==> src/rtl/qdr_lvds_rx.sv <==
// qdr_lvds_rx: receive side of the QDR LVDS ADC link.
// The lane clock, data lanes and frame marker are brought into the system clock
// domain, one 16-bit word {ovr, spare, data} is rebuilt from four nibbles, and
// a hunt/sync/locked state machine checks the frame marker and a watchdog
// drops the lock on an idle link.

module qdr_lvds_rx #(
   parameter int DATA_W      = 14,
   parameter int LANES       = 4,
   parameter int SYNC_STAGES = 2,
   parameter int LOCK_FRAMES = 2,
   parameter int TIMEOUT     = 64
) (
   input  logic              clk,
   input  logic              reset,
   input  logic [LANES-1:0]  DA,
   input  logic              DACLK,
   input  logic              DAFRAME,
   output logic [DATA_W-1:0] data_out,
   output logic              ovr_out,
   output logic              data_valid,
   output logic              locked,
   output logic              frame_err,
   output logic [7:0]        err_count
);

   localparam int WORD_W = DATA_W + 2;
   localparam int NSYM   = WORD_W / LANES;
   localparam int IDX_W  = (NSYM > 1) ? $clog2(NSYM) : 1;
   localparam int GOOD_W = $clog2(LOCK_FRAMES + 1);
   localparam int WD_W   = $clog2(TIMEOUT + 1);

   typedef enum logic [1:0] {HUNT, SYNC, LOCKED} state_t;

   logic [SYNC_STAGES-1:0][LANES-1:0] daSync_q;
   logic [SYNC_STAGES-1:0]            clkSync_q;
   logic [SYNC_STAGES-1:0]            frmSync_q;
   logic                              dclk_q;

   state_t              state_q;
   logic [IDX_W-1:0]    idx_q;
   logic [WORD_W-1:0]   word_q;
   logic [GOOD_W-1:0]   goodCnt_q;
   logic [WD_W-1:0]     wdog_q;
   logic [DATA_W-1:0]   data_q;
   logic                ovr_q;
   logic                dataValid_q;
   logic                locked_q;
   logic                frameErr_q;
   logic [7:0]          errCount_q;

   logic [LANES-1:0]    daS;
   logic                frmS;
   logic                symStb;
   logic [WORD_W-1:0]   word_d;
   logic [WORD_W-1:0]   startWord;

   // Synchronizer chains; all three inputs move together so a symbol's data
   // and frame marker line up with its lane-clock edge.
   always_ff @(posedge clk) begin
      if (reset) begin
         daSync_q  <= '0;
         clkSync_q <= '0;
         frmSync_q <= '0;
         dclk_q    <= 1'b0;
      end else begin
         daSync_q[0]  <= DA;
         clkSync_q[0] <= DACLK;
         frmSync_q[0] <= DAFRAME;
         for (int s = 1; s < SYNC_STAGES; s++) begin
            daSync_q[s]  <= daSync_q[s-1];
            clkSync_q[s] <= clkSync_q[s-1];
            frmSync_q[s] <= frmSync_q[s-1];
         end
         dclk_q <= clkSync_q[SYNC_STAGES-1];
      end
   end

   assign daS       = daSync_q[SYNC_STAGES-1];
   assign frmS      = frmSync_q[SYNC_STAGES-1];
   assign symStb    = clkSync_q[SYNC_STAGES-1] ^ dclk_q;
   assign startWord = {daS, {(WORD_W-LANES){1'b0}}};

   // Current word with the incoming nibble dropped into the slot for idx_q.
   always_comb begin
      word_d = word_q;
      for (int k = 0; k < NSYM; k++) begin
         if (idx_q == IDX_W'(k)) begin
            word_d[(NSYM-1-k)*LANES +: LANES] = daS;
         end
      end
   end

   // Framing state machine, watchdog, error counter and registered outputs.
   always_ff @(posedge clk) begin
      if (reset) begin
         state_q     <= HUNT;
         idx_q       <= '0;
         word_q      <= '0;
         goodCnt_q   <= '0;
         wdog_q      <= '0;
         data_q      <= '0;
         ovr_q       <= 1'b0;
         dataValid_q <= 1'b0;
         locked_q    <= 1'b0;
         frameErr_q  <= 1'b0;
         errCount_q  <= '0;
      end else begin
         dataValid_q <= 1'b0;
         frameErr_q  <= 1'b0;

         if (symStb) begin
            wdog_q <= '0;
         end else if (wdog_q != WD_W'(TIMEOUT)) begin
            wdog_q <= wdog_q + 1'b1;
         end

         if (symStb) begin
            if (state_q == HUNT) begin
               if (frmS) begin
                  word_q  <= startWord;
                  idx_q   <= IDX_W'(1);
                  state_q <= SYNC;
               end
            end else if (idx_q == '0) begin
               if (frmS) begin
                  word_q <= startWord;
                  idx_q  <= IDX_W'(1);
               end else begin
                  frameErr_q <= 1'b1;
                  if (errCount_q != 8'hFF) errCount_q <= errCount_q + 1'b1;
                  goodCnt_q  <= '0;
                  locked_q   <= 1'b0;
                  idx_q      <= '0;
                  state_q    <= HUNT;
               end
            end else if (frmS) begin
               // Marker arrived early: treat this symbol as the start of a new frame.
               frameErr_q <= 1'b1;
               if (errCount_q != 8'hFF) errCount_q <= errCount_q + 1'b1;
               goodCnt_q  <= '0;
               locked_q   <= 1'b0;
               word_q     <= startWord;
               idx_q      <= IDX_W'(1);
               state_q    <= SYNC;
            end else begin
               word_q <= word_d;
               if (idx_q == IDX_W'(NSYM-1)) begin
                  idx_q <= '0;
                  if (state_q == LOCKED || goodCnt_q == GOOD_W'(LOCK_FRAMES-1)) begin
                     data_q      <= word_d[DATA_W-1:0];
                     ovr_q       <= word_d[WORD_W-1];
                     dataValid_q <= 1'b1;
                     locked_q    <= 1'b1;
                     state_q     <= LOCKED;
                  end else begin
                     goodCnt_q <= goodCnt_q + 1'b1;
                  end
               end else begin
                  idx_q <= idx_q + 1'b1;
               end
            end
         end else if (wdog_q == WD_W'(TIMEOUT-1) && state_q != HUNT) begin
            state_q   <= HUNT;
            locked_q  <= 1'b0;
            goodCnt_q <= '0;
            idx_q     <= '0;
         end
      end
   end

   assign data_out   = data_q;
   assign ovr_out    = ovr_q;
   assign data_valid = dataValid_q;
   assign locked     = locked_q;
   assign frame_err  = frameErr_q;
   assign err_count  = errCount_q;

endmodule

==> config.mk <==
export PLATFORM = sky130hd
export DESIGN_NAME = qdr_lvds_rx
export DESIGN_NICKNAME = d
export VERILOG_FILES = /design/src/rtl/qdr_lvds_rx.sv
export SDC_FILE = /design/constraint.sdc
export NUM_CORES = 1
export LEC_CHECK = 0
export CELL_PAD_IN_SITES_DETAIL_PLACEMENT = 0
export CELL_PAD_IN_SITES_GLOBAL_PLACEMENT = 1
export CORE_ASPECT_RATIO = 0.75
export CORE_MARGIN = 2
export CORE_UTILIZATION = 42
export CTS_BUF_LIST = sky130_fd_sc_hd__clkbuf_16
export DETAILED_ROUTE_END_ITERATION = 8
export PLACE_DENSITY = 0.81
export SLEW_MARGIN = 20
export SYNTH_ARGS = -nofsm -noshare
export SYNTH_HDL_FRONTEND = slang
export SYNTH_SLANG_ARGS = --single-unit
==> constraint.sdc <==
create_clock -name clk -period 2.5 [get_ports clk]
set_input_delay 0.5 -clock clk [delete_from_list [all_inputs] [get_ports clk]]
set_output_delay 0.5 -clock clk [all_outputs]
set_load 0.1 [all_outputs]
==> impl_metrics.yaml <==
clock_tree:
  cts_max_path_buffers: 2
  postCtsSetupRepairBufs: 0
  cts_buffers: 9
  cts-htree-levels: 3
  cts.clk_slew.worst_paths_ps: 50
  hold_buffers: 0
  clk_latency_ps: 330
  clock-sinks: 63
  cts_resized: 0
  cts_tree: "built"
  cts-root-buf: "clkbuf_16"
global_routing:
  grt_pass1_vias: 1979
  met1_usage_pct: 22.9
  grt_overflow: 0
  grt_pass1_wl_um: 9380
  busiest_layer: "met2"
  grt_max_degree: 30
  antenna_found_initial: 0
  use_met2_pct: 24.2
  grt_use_total_pct: 16.7
  grt_use_met3_pct: 6.09
layout:
  stdcell_area_mm2: 0.00339
  antenna_cells: 0
  ff_latch_area_mm2: 0.00126
  fillers: 577
  drive_above_1_share_pct: 18.1
  multi_input_area_mm2: 0.00136
  fin_nets: 344
  synthToLayoutAreaGrowth_pct: 24.4
timing:
  timing.final.crit_share_pct: 86.1
  period_needed_ps: 2150
  worst-slew-pin-transition_ps: 619
  final.setup.worst_slack_ps: 346
  setup_viol_count_final: 0
  hold_viol_final: 0
  max_freq_ghz: 0.464
  final_max_slew_viol_count: 0
  relSlewSlack_pct: 58.4
  fin_tns_setup_ps: 0
  skew_ps: 4.69
  rsz0062_at_grt: "false"
floorplanning:
  fp.dieW_um: 97.1
  fp.dieArea_mm2: 0.00716
  coreArea_mm2: 0.00629
  rows: 25
  io_pins: 34
  initial_utilization_pct: 43.4
  die_h_um: 73.8
route:
  vias: 2175
  dr.pass1.iters: 4
  dr.first_iter.drc_count: 98
  ant_nets: 0
  wl_per_cell_um: 13.6
  drc: 0
  viasPerCell: 5.28
  wl_um: 5610
synth:
  synth.area.top_cells: "dfxtp_1 (46%), a21oi_1 (5.1%), ha_1 (4.6%)"
  synth_seq_cells: 63
  postSynthAreaPerCell_um2: 9.37
  syn_nets: 309
  synthDistinctLibCells: 48
  syn_area_mm2: 0.00273
  async_flop_share_pct: 0
  synth_top_area_share_pct: 46.2
  synth-warning-count: 0
  synthCells: 291
  seq_area_frac_synth_pct: 46.2
  ys.flop_type: "dfxtp_1"
  synth_largest_area_cell: "dfxtp_1"
  synth_edf_count: 0
place:
  port_buffers: 33
  dpl.hpwl_um: 3890
  post_dp_cell_area_mm2: 0.00307
  place_ws_ps: 343
  gp_congestion: 0.824
setup_path:
  critical_path_arrival_ps: 2350
  reg2reg_to: "err_count[7]$_SDFFE_PP0P_"
  r2r_start: "idx_q[0]$_SDFFE_PP0P_"
  reg2reg_slack_ps: 350
  crit_fanout: 7
  slowest_delay_ps: 390
  start_kind: "register"
  crit_type: "register to register"
  crit_chain: "inv_1 > ha_1 > inv_1 > ha_1 > o21ai_0 > or3_1 > o311ai_1 > o41ai_1"
  crit_family: "adder cells"
  required_ps: 2700
  crit_path_top_delay_cell: "or3_1"
  cp.depth: 8
  worstSetupEndpointType: "register"
  path_buf_inv: 2
  rr_worst_depth: 8
status:
  outcome: "finished clean"
hold_path:
  min_from: "daSync_q[2]$_SDFF_PP0_"
  whs_path_depth: 1
  holdPathEnd: "daS[2]$_SDFF_PP0_"
  hold_path_class: "register to register"
pwr:
  power_density_mw_per_mm2: 721
  peakVddDrop_v: 0.000453
  power.total_mw: 2.45
  leakage_nw: 1.27
run:
  drv_cap: 0
==> power breakdown <==
group	total (mW)	internal, mW	switching (mW)
combinational	0.0900	0.0377	0.0523
clock	1.32	0.873	0.452
sequential	1.03	1.02	0.0115
==> state kept, by name, summed over array words and instances, names as in the netlist <==
| name | count |
|---|---|
| frmSync_q | 2 |
| daSync_q | 4 |
| ovr_out | 1 |
| wdog_q | 7 |
| daS | 4 |
| goodCnt_q | 2 |
| data_out | 14 |
| state_q | 2 |
| err_count | 8 |
| frame_err | 1 |
| idx_q | 2 |
| dclk_q | 1 |
| data_valid | 1 |
| clkSync_q | 2 |
| word_q | 11 |
| locked | 1 |
==> area by class of cell <==
type	count	share of cell area, %
clock buffer	9	6.64
timing repair buffer	40	9.22
multi-input combinational	203	40.1
tap	81	2.99
clock inverter	7	2.88
sequential	63	37.2
inverter	9	0.996
==> cell families after synthesis <==
kind of cell / count (synthesis) / share of synthesized area, %
multiplexers: 12 / 4.45
buffers and inverters: 25 / 3.85
XOR/XNOR: 9 / 3.17
AND/OR/NAND/NOR: 93 / 18.4
AO/OA/AOI/OAI: 79 / 19.3
flip-flops: 63 / 46.2
adder cells (fa/ha/maj): 10 / 4.59
==> metrics by stage <==
step	util, %	hold WS [ps]	std cells
after global placement	48.8	415	396
after global routing	54.0	458	412
final	54.0	434	412
after detailed placement	48.8	424	396
after floorplan	-	414	291
after CTS	54.0	437	412
==> Yosys cell counts, drive strengths merged (2+ instances only) <==
| library cell | number |
|---|---|
| or3b | 2 |
| nand4 | 4 |
| a31oi | 2 |
| nand2 | 14 |
| nor2 | 13 |
| or3 | 4 |
| a21o | 2 |
| o21ai | 16 |
| xnor2 | 5 |
| or2 | 3 |
| or4 | 2 |
| xor2 | 4 |
| and3 | 3 |
| nor4b | 2 |
| buf | 8 |
| a32o | 8 |
| a21oi | 28 |
| o21a | 2 |
| nand3 | 16 |
| clkbuf | 8 |
| o211ai | 3 |
| dfxtp | 63 |
| inv | 9 |
| nor2b | 18 |
| ha | 10 |
| nor3 | 8 |
| mux2i | 11 |
| a211oi | 8 |
==> per-layer routing <==
metal	share of wire (%)	vias up	wire length, um
met5	0	-	0
met4	1.4	0	78
met3	4.7	5	266
met2	41	42	2300
met1	53	1005	2960
li1	-	1123	-
==> placed cells by master, fill, tap and decap left out, types with 9 or more instances in the layout <==
master,count
dfxtp_1,63
buf_4,33
a21oi_1,28
nor2b_1,18
nand3_1,16
o21ai_0,16
nand2_1,14
nor2_1,12
mux2i_1,11
ha_1,10
inv_1,9
clkbuf_16,9
==> how the worst max path moves through the flow <==
stage,start,endpoint,slack (ps)
after floorplan,err_count[0]$_SDFFE_PP0P_,err_count[1]$_SDFFE_PP0P_,280
after global placement,idx_q[0]$_SDFFE_PP0P_,err_count[7]$_SDFFE_PP0P_,470
after detailed placement,idx_q[0]$_SDFFE_PP0P_,err_count[7]$_SDFFE_PP0P_,340
after CTS,idx_q[0]$_SDFFE_PP0P_,err_count[7]$_SDFFE_PP0P_,330
after global routing,idx_q[0]$_SDFFE_PP0P_,err_count[7]$_SDFFE_PP0P_,160
final,idx_q[0]$_SDFFE_PP0P_,err_count[7]$_SDFFE_PP0P_,350
Note: power is estimated with default switching activity, not from simulation.
